===== src/rtl/riscv_imem_dual_arb_pkg.sv =====
// riscv_imem_dual_arb_pkg: port IDs, message widths and default depth shared by the dual-fetch arbiter.
`ifndef VC_MEM_REQ_MSG_SZ
`define VC_MEM_REQ_MSG_SZ(a, d) (1 + (a) + $clog2((d) / 8) + (d))
`endif
`ifndef VC_MEM_RESP_MSG_SZ
`define VC_MEM_RESP_MSG_SZ(d) (1 + $clog2((d) / 8) + (d))
`endif

package riscv_imem_dual_arb_pkg;
  localparam logic PORT0 = 1'b0;
  localparam logic PORT1 = 1'b1;
  localparam int REQ_SZ_DEFAULT = `VC_MEM_REQ_MSG_SZ(32, 32);
  localparam int RESP_SZ_DEFAULT = `VC_MEM_RESP_MSG_SZ(32);
  localparam int DEPTH_DEFAULT = 4;
endpackage


===== src/rtl/riscv_imem_dual_arb_tag_fifo.sv =====
// riscv_imem_dual_arb_tag_fifo: in-order 1-bit port-ID FIFO for outstanding fetch requests.
module riscv_imem_dual_arb_tag_fifo #(
  parameter int DEPTH = 4
) (
  input  logic clk,
  input  logic reset,
  input  logic push,
  input  logic pop,
  input  logic din,
  output logic full,
  output logic empty,
  output logic head
);
  localparam int AW = $clog2(DEPTH);
  logic [DEPTH-1:0] mem;
  logic [AW-1:0] wr_ptr, rd_ptr;
  logic [AW:0] count;
  always_ff @(posedge clk or negedge reset) begin
    if (!reset) begin
      wr_ptr <= '0;
      rd_ptr <= '0;
      count <= '0;
    end else begin
      if (push) wr_ptr <= wr_ptr + 1'b1;
      if (pop) rd_ptr <= rd_ptr + 1'b1;
      if (push != pop) count <= push ? count + 1'b1 : count - 1'b1;
    end
  end
  // Tag storage needs no reset: only slots between the pointers are ever read.
  always_ff @(posedge clk) begin
    if (push) mem[wr_ptr] <= din;
  end
  assign full = count == (AW + 1)'(DEPTH);
  assign empty = count == '0;
  assign head = mem[rd_ptr];
endmodule


===== src/rtl/riscv_imem_dual_arb.sv =====
// riscv_imem_dual_arb: round-robin merge of two fetch ports onto one memory port, in-order response routing.
// Optional counters enabled by RISCV_IMEM_ARB_STATS_EN.
module riscv_imem_dual_arb
  import riscv_imem_dual_arb_pkg::*;
#(
  parameter int REQ_SZ = REQ_SZ_DEFAULT,
  parameter int RESP_SZ = RESP_SZ_DEFAULT,
  parameter int DEPTH = DEPTH_DEFAULT
) (
  input  logic               clk,
  input  logic               reset,
  input  logic [REQ_SZ-1:0]  imemreq0_msg,
  input  logic               imemreq0_val,
  output logic               imemreq0_rdy,
  input  logic [REQ_SZ-1:0]  imemreq1_msg,
  input  logic               imemreq1_val,
  output logic               imemreq1_rdy,
  output logic [REQ_SZ-1:0]  memreq_msg,
  output logic               memreq_val,
  input  logic               memreq_rdy,
  input  logic [RESP_SZ-1:0] memresp_msg,
  input  logic               memresp_val,
  output logic [RESP_SZ-1:0] imemresp0_msg,
  output logic               imemresp0_val,
  output logic [RESP_SZ-1:0] imemresp1_msg,
  output logic               imemresp1_val
`ifdef RISCV_IMEM_ARB_STATS_EN
  ,
  output logic [31:0]        stat_grant0,
  output logic [31:0]        stat_grant1,
  output logic [31:0]        stat_conflict,
  output logic [31:0]        stat_full
`endif
);
  logic prio, grant, any_val, both_val, fire, pop, full, empty, head;
  always_comb begin
    any_val = imemreq0_val | imemreq1_val;
    both_val = imemreq0_val & imemreq1_val;
    grant = both_val ? prio : (imemreq1_val ? PORT1 : PORT0);
    memreq_val = reset & any_val & !full;
    memreq_msg = (grant == PORT1) ? imemreq1_msg : imemreq0_msg;
    imemreq0_rdy = memreq_val & memreq_rdy & imemreq0_val & (grant == PORT0);
    imemreq1_rdy = memreq_val & memreq_rdy & imemreq1_val & (grant == PORT1);
    fire = memreq_val & memreq_rdy;
    pop = reset & memresp_val & !empty;
    imemresp0_val = pop & (head == PORT0);
    imemresp1_val = pop & (head == PORT1);
  end
  assign imemresp0_msg = memresp_msg;
  assign imemresp1_msg = memresp_msg;
  always_ff @(posedge clk or negedge reset) begin
    if (!reset) prio <= PORT0;
    else if (fire && both_val) prio <= !grant;
  end
  riscv_imem_dual_arb_tag_fifo #(.DEPTH(DEPTH)) u_tag_fifo (
    .clk(clk),
    .reset(reset),
    .push(fire),
    .pop(pop),
    .din(grant),
    .full(full),
    .empty(empty),
    .head(head)
  );
`ifdef RISCV_IMEM_ARB_STATS_EN
  always_ff @(posedge clk or negedge reset) begin
    if (!reset) begin
      stat_grant0 <= '0;
      stat_grant1 <= '0;
      stat_conflict <= '0;
      stat_full <= '0;
    end else begin
      if (fire && grant == PORT0) stat_grant0 <= stat_grant0 + 1'b1;
      if (fire && grant == PORT1) stat_grant1 <= stat_grant1 + 1'b1;
      if (fire && both_val) stat_conflict <= stat_conflict + 1'b1;
      if (any_val && full) stat_full <= stat_full + 1'b1;
    end
  end
`endif
`ifndef SYNTHESIS
  always @(posedge clk) begin
    if (reset && memresp_val && empty) $display("riscv_imem_dual_arb: error: memory response with no outstanding request dropped");
  end
`endif
endmodule


===== config.mk =====
export PLATFORM = sky130hd
export DESIGN_NAME = riscv_imem_dual_arb
export DESIGN_NICKNAME = d
export VERILOG_FILES = /design/src/rtl/riscv_imem_dual_arb_pkg.sv /design/src/rtl/riscv_imem_dual_arb_tag_fifo.sv /design/src/rtl/riscv_imem_dual_arb.sv
export SDC_FILE = /design/constraint.sdc
export NUM_CORES = 1
export LEC_CHECK = 0
export CORE_AREA = 2 2 123 125
export CTS_BUF_LIST = sky130_fd_sc_hd__clkbuf_4 sky130_fd_sc_hd__clkbuf_8
export DETAILED_ROUTE_END_ITERATION = 16
export DIE_AREA = 0 0 125 127
export GPL_ROUTABILITY_DRIVEN = 0
export SETUP_SLACK_MARGIN = 0.5
export SLEW_MARGIN = 0
export SYNTH_ARGS = -nofsm -noshare
export SYNTH_HDL_FRONTEND = slang
export SYNTH_SLANG_ARGS = --single-unit

===== constraint.sdc =====
create_clock -name clk -period 3.5 [get_ports clk]
set_input_delay 0.35 -clock clk [delete_from_list [all_inputs] [get_ports clk]]
set_output_delay 0.35 -clock clk [all_outputs]
set_load 0.01 [all_outputs]

-- Word-level counts from Yosys, hierarchy flattened
Index checks and enable logic that the tools add are counted.
- $add $sub $neg: 4
- magnitude comparators: 3
- eq/ne operators: 2
- muxes and demuxes: 9
- bitwise logic cells: 15
- reductions and logical operators: 6
- operators by type and width (kind ; count):
    $mux 67 ; 1
    $and 1x1->1 ; 12
    $lt 2x3->1 const B ; 2
    $add 2x1->2 const B ; 2
    $bwmux 4 ; 1
    $mux 1 ; 4
    $add 3x1->3 const B ; 1
    $eq 3x3->1 const B ; 1
    $logic_not 1->1 ; 3
    $logic_not 3->1 ; 1
    $mux 3 ; 1
    $sub 3x1->3 const B ; 1
    $bmux 1 s2 ; 1
    $demux 1 s2 ; 1
    $ge 2x1->1 const B ; 1
    $logic_and 1x1->1 ; 2
    $not 1->1 ; 2
    $ne 1x1->1 ; 1
    $or 1x1->1 ; 1
- register bits after elaboration: 12
- input port bits: 175
- output and inout port bits: 142
- logic and storage cells: 44

-- Longest topological paths before layout
- depth in word-level cells: 6
- depth in mapped cells: 8
- mapped depth without buffers: 7

-- Cells and area by module
A second synthesis with hierarchy kept.
- cell total of the unflattened synthesis: 201
- area, all modules: 2043.2 um2
- by module, submodules not included (module ; instances ; cells each ; area each (um2) ; seq. area each (um2)):
    riscv_imem_dual_arb ; 1 ; 161 ; 1490.2 ; 25.0
    riscv_imem_dual_arb_tag_fifo ; 1 ; 40 ; 553.0 ; 295.3

-- Worst setup path after synthesis
Ideal clock, no wire load.
- kind: register -> register
- start point: register u_tag_fifo.count[0]
- end point: register u_tag_fifo.count[2]
- setup time: 0.080 ns
- arrival: 1.873 ns
- required time: 3.420 ns
- slack: 1.547 ns
- stages on the path, launching flop included: 9
- path buffers: 1
- clock period less this slack: 1.953 ns
- cell sequence: dfrtp_1 -> nor2_1 -> a211oi_2 -> buf_2 -> inv_1 -> fa_1 -> o21a_1 -> mux2i_1 -> xnor2_1
- cells in the longest elaborated chain, start to end: 5
- elaborated cells between the ends (all ways): 11
- those cells by class: add/sub (2); eq/ne (2); mux (1); bitwise (3); reduce/logical (3)
- RTL lines (what ; line ; RTL):
    from (decl) ; riscv_imem_dual_arb_tag_fifo.sv:17 ; logic [AW:0] count;
    from (signal assigned) ; riscv_imem_dual_arb_tag_fifo.sv:26 ; if (push != pop) count <= push ? count + 1'b1 : count - 1'b1;
    $eq 3x3->1 ; riscv_imem_dual_arb_tag_fifo.sv:33 ; assign full = count == (AW + 1)'(DEPTH);
    $logic_not 1->1 ; riscv_imem_dual_arb.sv:40 ; memreq_val = reset & any_val & !full;
    $and 1x1->1 ; riscv_imem_dual_arb.sv:40 ;
    $and 1x1->1 ; riscv_imem_dual_arb.sv:44 ; fire = memreq_val & memreq_rdy;
    $mux 3 or $ne 1x1->1 (tied branches) ; riscv_imem_dual_arb_tag_fifo.sv:26 ;
Several ways; a longest one is shown, not always the timed one.
A chain may end at the register's enable or synchronous reset.

-- Final worst setup path
- start point: input port imemreq0_val
- end point: output port imemreq0_rdy
- elaborated cells between the ends (all ways): 9
- those cells by class: mux (1); bitwise (8)
- RTL lines (what ; line ; RTL):
    from (decl) ; riscv_imem_dual_arb.sv:13 ; input logic imemreq0_val,
    $and 1x1->1 ; riscv_imem_dual_arb.sv:38 ; both_val = imemreq0_val & imemreq1_val;
    $mux 1 ; riscv_imem_dual_arb.sv:39 ; grant = both_val ? prio : (imemreq1_val ? PORT1 : PORT0);
    via grant ; riscv_imem_dual_arb.sv:35 ; logic prio, grant, any_val, both_val, fire, pop, full, empty, head;
    $not 1->1 ; riscv_imem_dual_arb.sv:42 ; imemreq0_rdy = memreq_val & memreq_rdy & imemreq0_val & (grant == PORT0);
    $and 1x1->1 ; riscv_imem_dual_arb.sv:42 ;
    to (decl) ; riscv_imem_dual_arb.sv:14 ; output logic imemreq0_rdy,
The timed path passes the listed nets, and every way through them passes these cells.

==> impl_metrics.ini <==
[floorplan]
chipWidth_microns = 125
ios = 317
rows = 44
die_h_microns = 127
initial_core_util = 0.137
die_area_sq_um = 15900
coreArea_sq_um = 14400

[route]
drt.antenna.violating_nets = 0
drt_iter0_drc = 60
vias = 1903
via_per_inst = 3.62
drc_errors = 0
drt-wirelength-per-cell_microns = 18.0
finalWirelength_microns = 9430
drt_pass1_iterations = 4

[sta]
rsz0062_at_grt = false
skew_ns = 0.00103
max_freq_mhz = 355
setup_tns_ns = 0
period_needed_ns = 2.81
tightest_slew_ns = 0.504
finalCritPeriodShare = 0.804
relSlewSlack = 0.663
drv_slew = 0
hold_viol = 0
setup_viol = 0

[critical_path]
path_cells = clkdlybuf4s50_1 > inv_1 > o21ai_4 > buf_4 > inv_1 > nor3_1 > clkdlybuf4s50_1
critPathMaxFanout = 19
path_buf_inv = 5
rrSetupSlack_ns = 1.45
max_stage_delay_ns = 0.61
worstSetupStartpointType = input port
endpoint = imemreq0_rdy
crit_path_top_delay_cell = clkdlybuf4s50_1
rr_endpoint = u_tag_fifo.count[2]
path_delay_family = buffers and inverters
crit_arrival_ns = 2.46
crit_path_start = imemreq0_val
critPathKind = input port to primary output
timing.rr.start = u_tag_fifo.count[0]
required_ns = 3.15
reg2regPathDepth = 8
crit_cells = 7
end_kind = primary output

[logic_synthesis]
synth_seq_cells = 12
mappedNetlistArea_sq_um = 1980
yosysWarnings = 0
ys_types = 25
syn-instance-count = 200
synth.avg_cell_area_sq_um = 9.88
syn-num-nets = 380
yosysSeqAreaShare = 0.162

[run_status]
status = completed

[power]
p_total_mw = 1.25
power_density_nw_per_um2 = 324
irDropWorstVdd_v = 0.000156
cellLeakagePower_nw = 1.42

[clocking]
cts_tree = yes
post-cts-setup-buffers = 0
h-tree-depth = 1
numCtsBuffers = 3
clk_latency_ns = 0.23
clk_pin_slew_worst_paths_ns = 0.05
clockRootBuffer = clkbuf_8
cts.path.max_buffers = 2
cts.sink_count = 12
post_cts_resized = 0
ctsHoldBuffers = 0

[placed_design]
place_area_sq_um = 3800
post-dp-hpwl_microns = 8560
io_buffers = 211

[flow_run]
cap_violations = 0

[global_routing]
grt.total_usage = 0.105
grt_max_degree = 51
grt_pass1_vias = 2022
grt-ovfl-total = 0
grt_first_pass_wirelength_microns = 12500
grt_antenna_before_repair = 0

[cells_and_area]
fin_nets = 522
final_common_cell = clkdlybuf4s50_1
antenna-diode-count = 0
areaGrowthSynthToFinish_pct = 94.4
finalInstanceArea_sq_um = 3840
n_fill_cell = 1558
multi_input_area_sq_um = 1070
ff_latch_area_sq_um = 320
drive_gt1_frac = 0.235
mostFrequentLayoutCells = 211 x clkdlybuf4s50_1, 67 x mux2_2, 8 x dfrtp_1

[min_path]
worstHoldPathType = input port to asynchronous set/reset pin
## logic make-up (layout without fill, tap and decap cells)
logic type / Yosys count / in the layout / synth area share
DFF: 12 / 12 / 0.162
and+or+nand+nor: 14 / 14 / 0.0354
AOI/OAI and AO/OA: 7 / 7 / 0.0304
muxes: 70 / 70 / 0.404
adders and majority gates: 5 / 5 / 0.0354
xor gates and xnor gates: 7 / 7 / 0.0310
buffers and inverters: 85 / 226 / 0.302
## per-layer routing
metal,global-route usage,vias to the layer above,part of all wire
met5,0,-,0
met4,0.0157,0,0.015
met3,0.0268,4,0.073
met2,0.218,156,0.57
met1,0.105,853,0.34
li1,-,890,-
## where the power goes
part / internal, mW / switching [mW] / total [mW]
sequential: 0.201 / 0.0601 / 0.261
combinational: 0.539 / 0.321 / 0.860
clock: 0.0771 / 0.0474 / 0.125
total: 0.817 / 0.429 / 1.25
## cells in the mapped netlist
library cell | n | share of area
a211oi_2 | 1 | 0.0063
a21oi_1 | 1 | 0.0025
and2_1 | 4 | 0.013
and2b_2 | 1 | 0.0044
buf_2 | 6 | 0.015
buf_4 | 72 | 0.27
dfrtp_1 | 8 | 0.10
edfxtp_1 | 4 | 0.061
fa_1 | 1 | 0.010
ha_1 | 4 | 0.025
inv_1 | 6 | 0.011
inv_2 | 1 | 0.0019
mux2_1 | 1 | 0.0057
mux2_2 | 67 | 0.38
mux2i_1 | 1 | 0.0051
mux4_2 | 1 | 0.011
nand2_1 | 3 | 0.0057
nand3_1 | 1 | 0.0025
nor2_1 | 4 | 0.0076
nor3_1 | 1 | 0.0025
o21a_1 | 1 | 0.0038
o21ai_0 | 2 | 0.0051
o21ai_2 | 1 | 0.0044
o311ai_2 | 1 | 0.0082
xnor2_1 | 7 | 0.031
## metrics by stage
stage	hold slack [ns]	instances	setup slack (ns)	util
CTS	0.436	525	0.676	0.266
floorplan	0.0544	200	1.55	-
finish	0.433	525	0.687	0.266
global route	0.462	525	0.602	0.266
global placement	0.472	521	0.700	0.263
detailed placement	0.485	521	0.702	0.263
## flip-flops by register name (all words and copies together), names as in the netlist
| signal | cells |
|---|---|
| prio | 1 |
| u_tag_fifo.rd_ptr | 2 |
| u_tag_fifo.wr_ptr | 2 |
| u_tag_fifo.mem | 4 |
| u_tag_fifo.count | 3 |
## cell type report
cell class | count | share of cell area
Clock inverter | 1 | 0.000977
Sequential cell | 12 | 0.0833
Timing Repair Buffer | 215 | 0.561
Clock buffer | 3 | 0.0107
Tap cell | 184 | 0.0599
Inverter | 7 | 0.00684
Multi-Input combinational cell | 103 | 0.278
## how the worst min path moves through the flow
| stage | end | slack (ns) | from |
|---|---|---|---|
| 2_1_floorplan | prio | 0.05 | reset |
| 3_3_place_gp | u_tag_fifo.rd_ptr[1] | 0.47 | u_tag_fifo.rd_ptr[1] |
| 3_5_place_dp | u_tag_fifo.rd_ptr[1] | 0.48 | u_tag_fifo.rd_ptr[1] |
| 4_1_cts | u_tag_fifo.rd_ptr[1] | 0.44 | reset |
| 5_1_grt | u_tag_fifo.count[2] | 0.46 | reset |
| 6_report | u_tag_fifo.count[2] | 0.43 | reset |
Note: power is estimated with default switching activity, not from simulation.
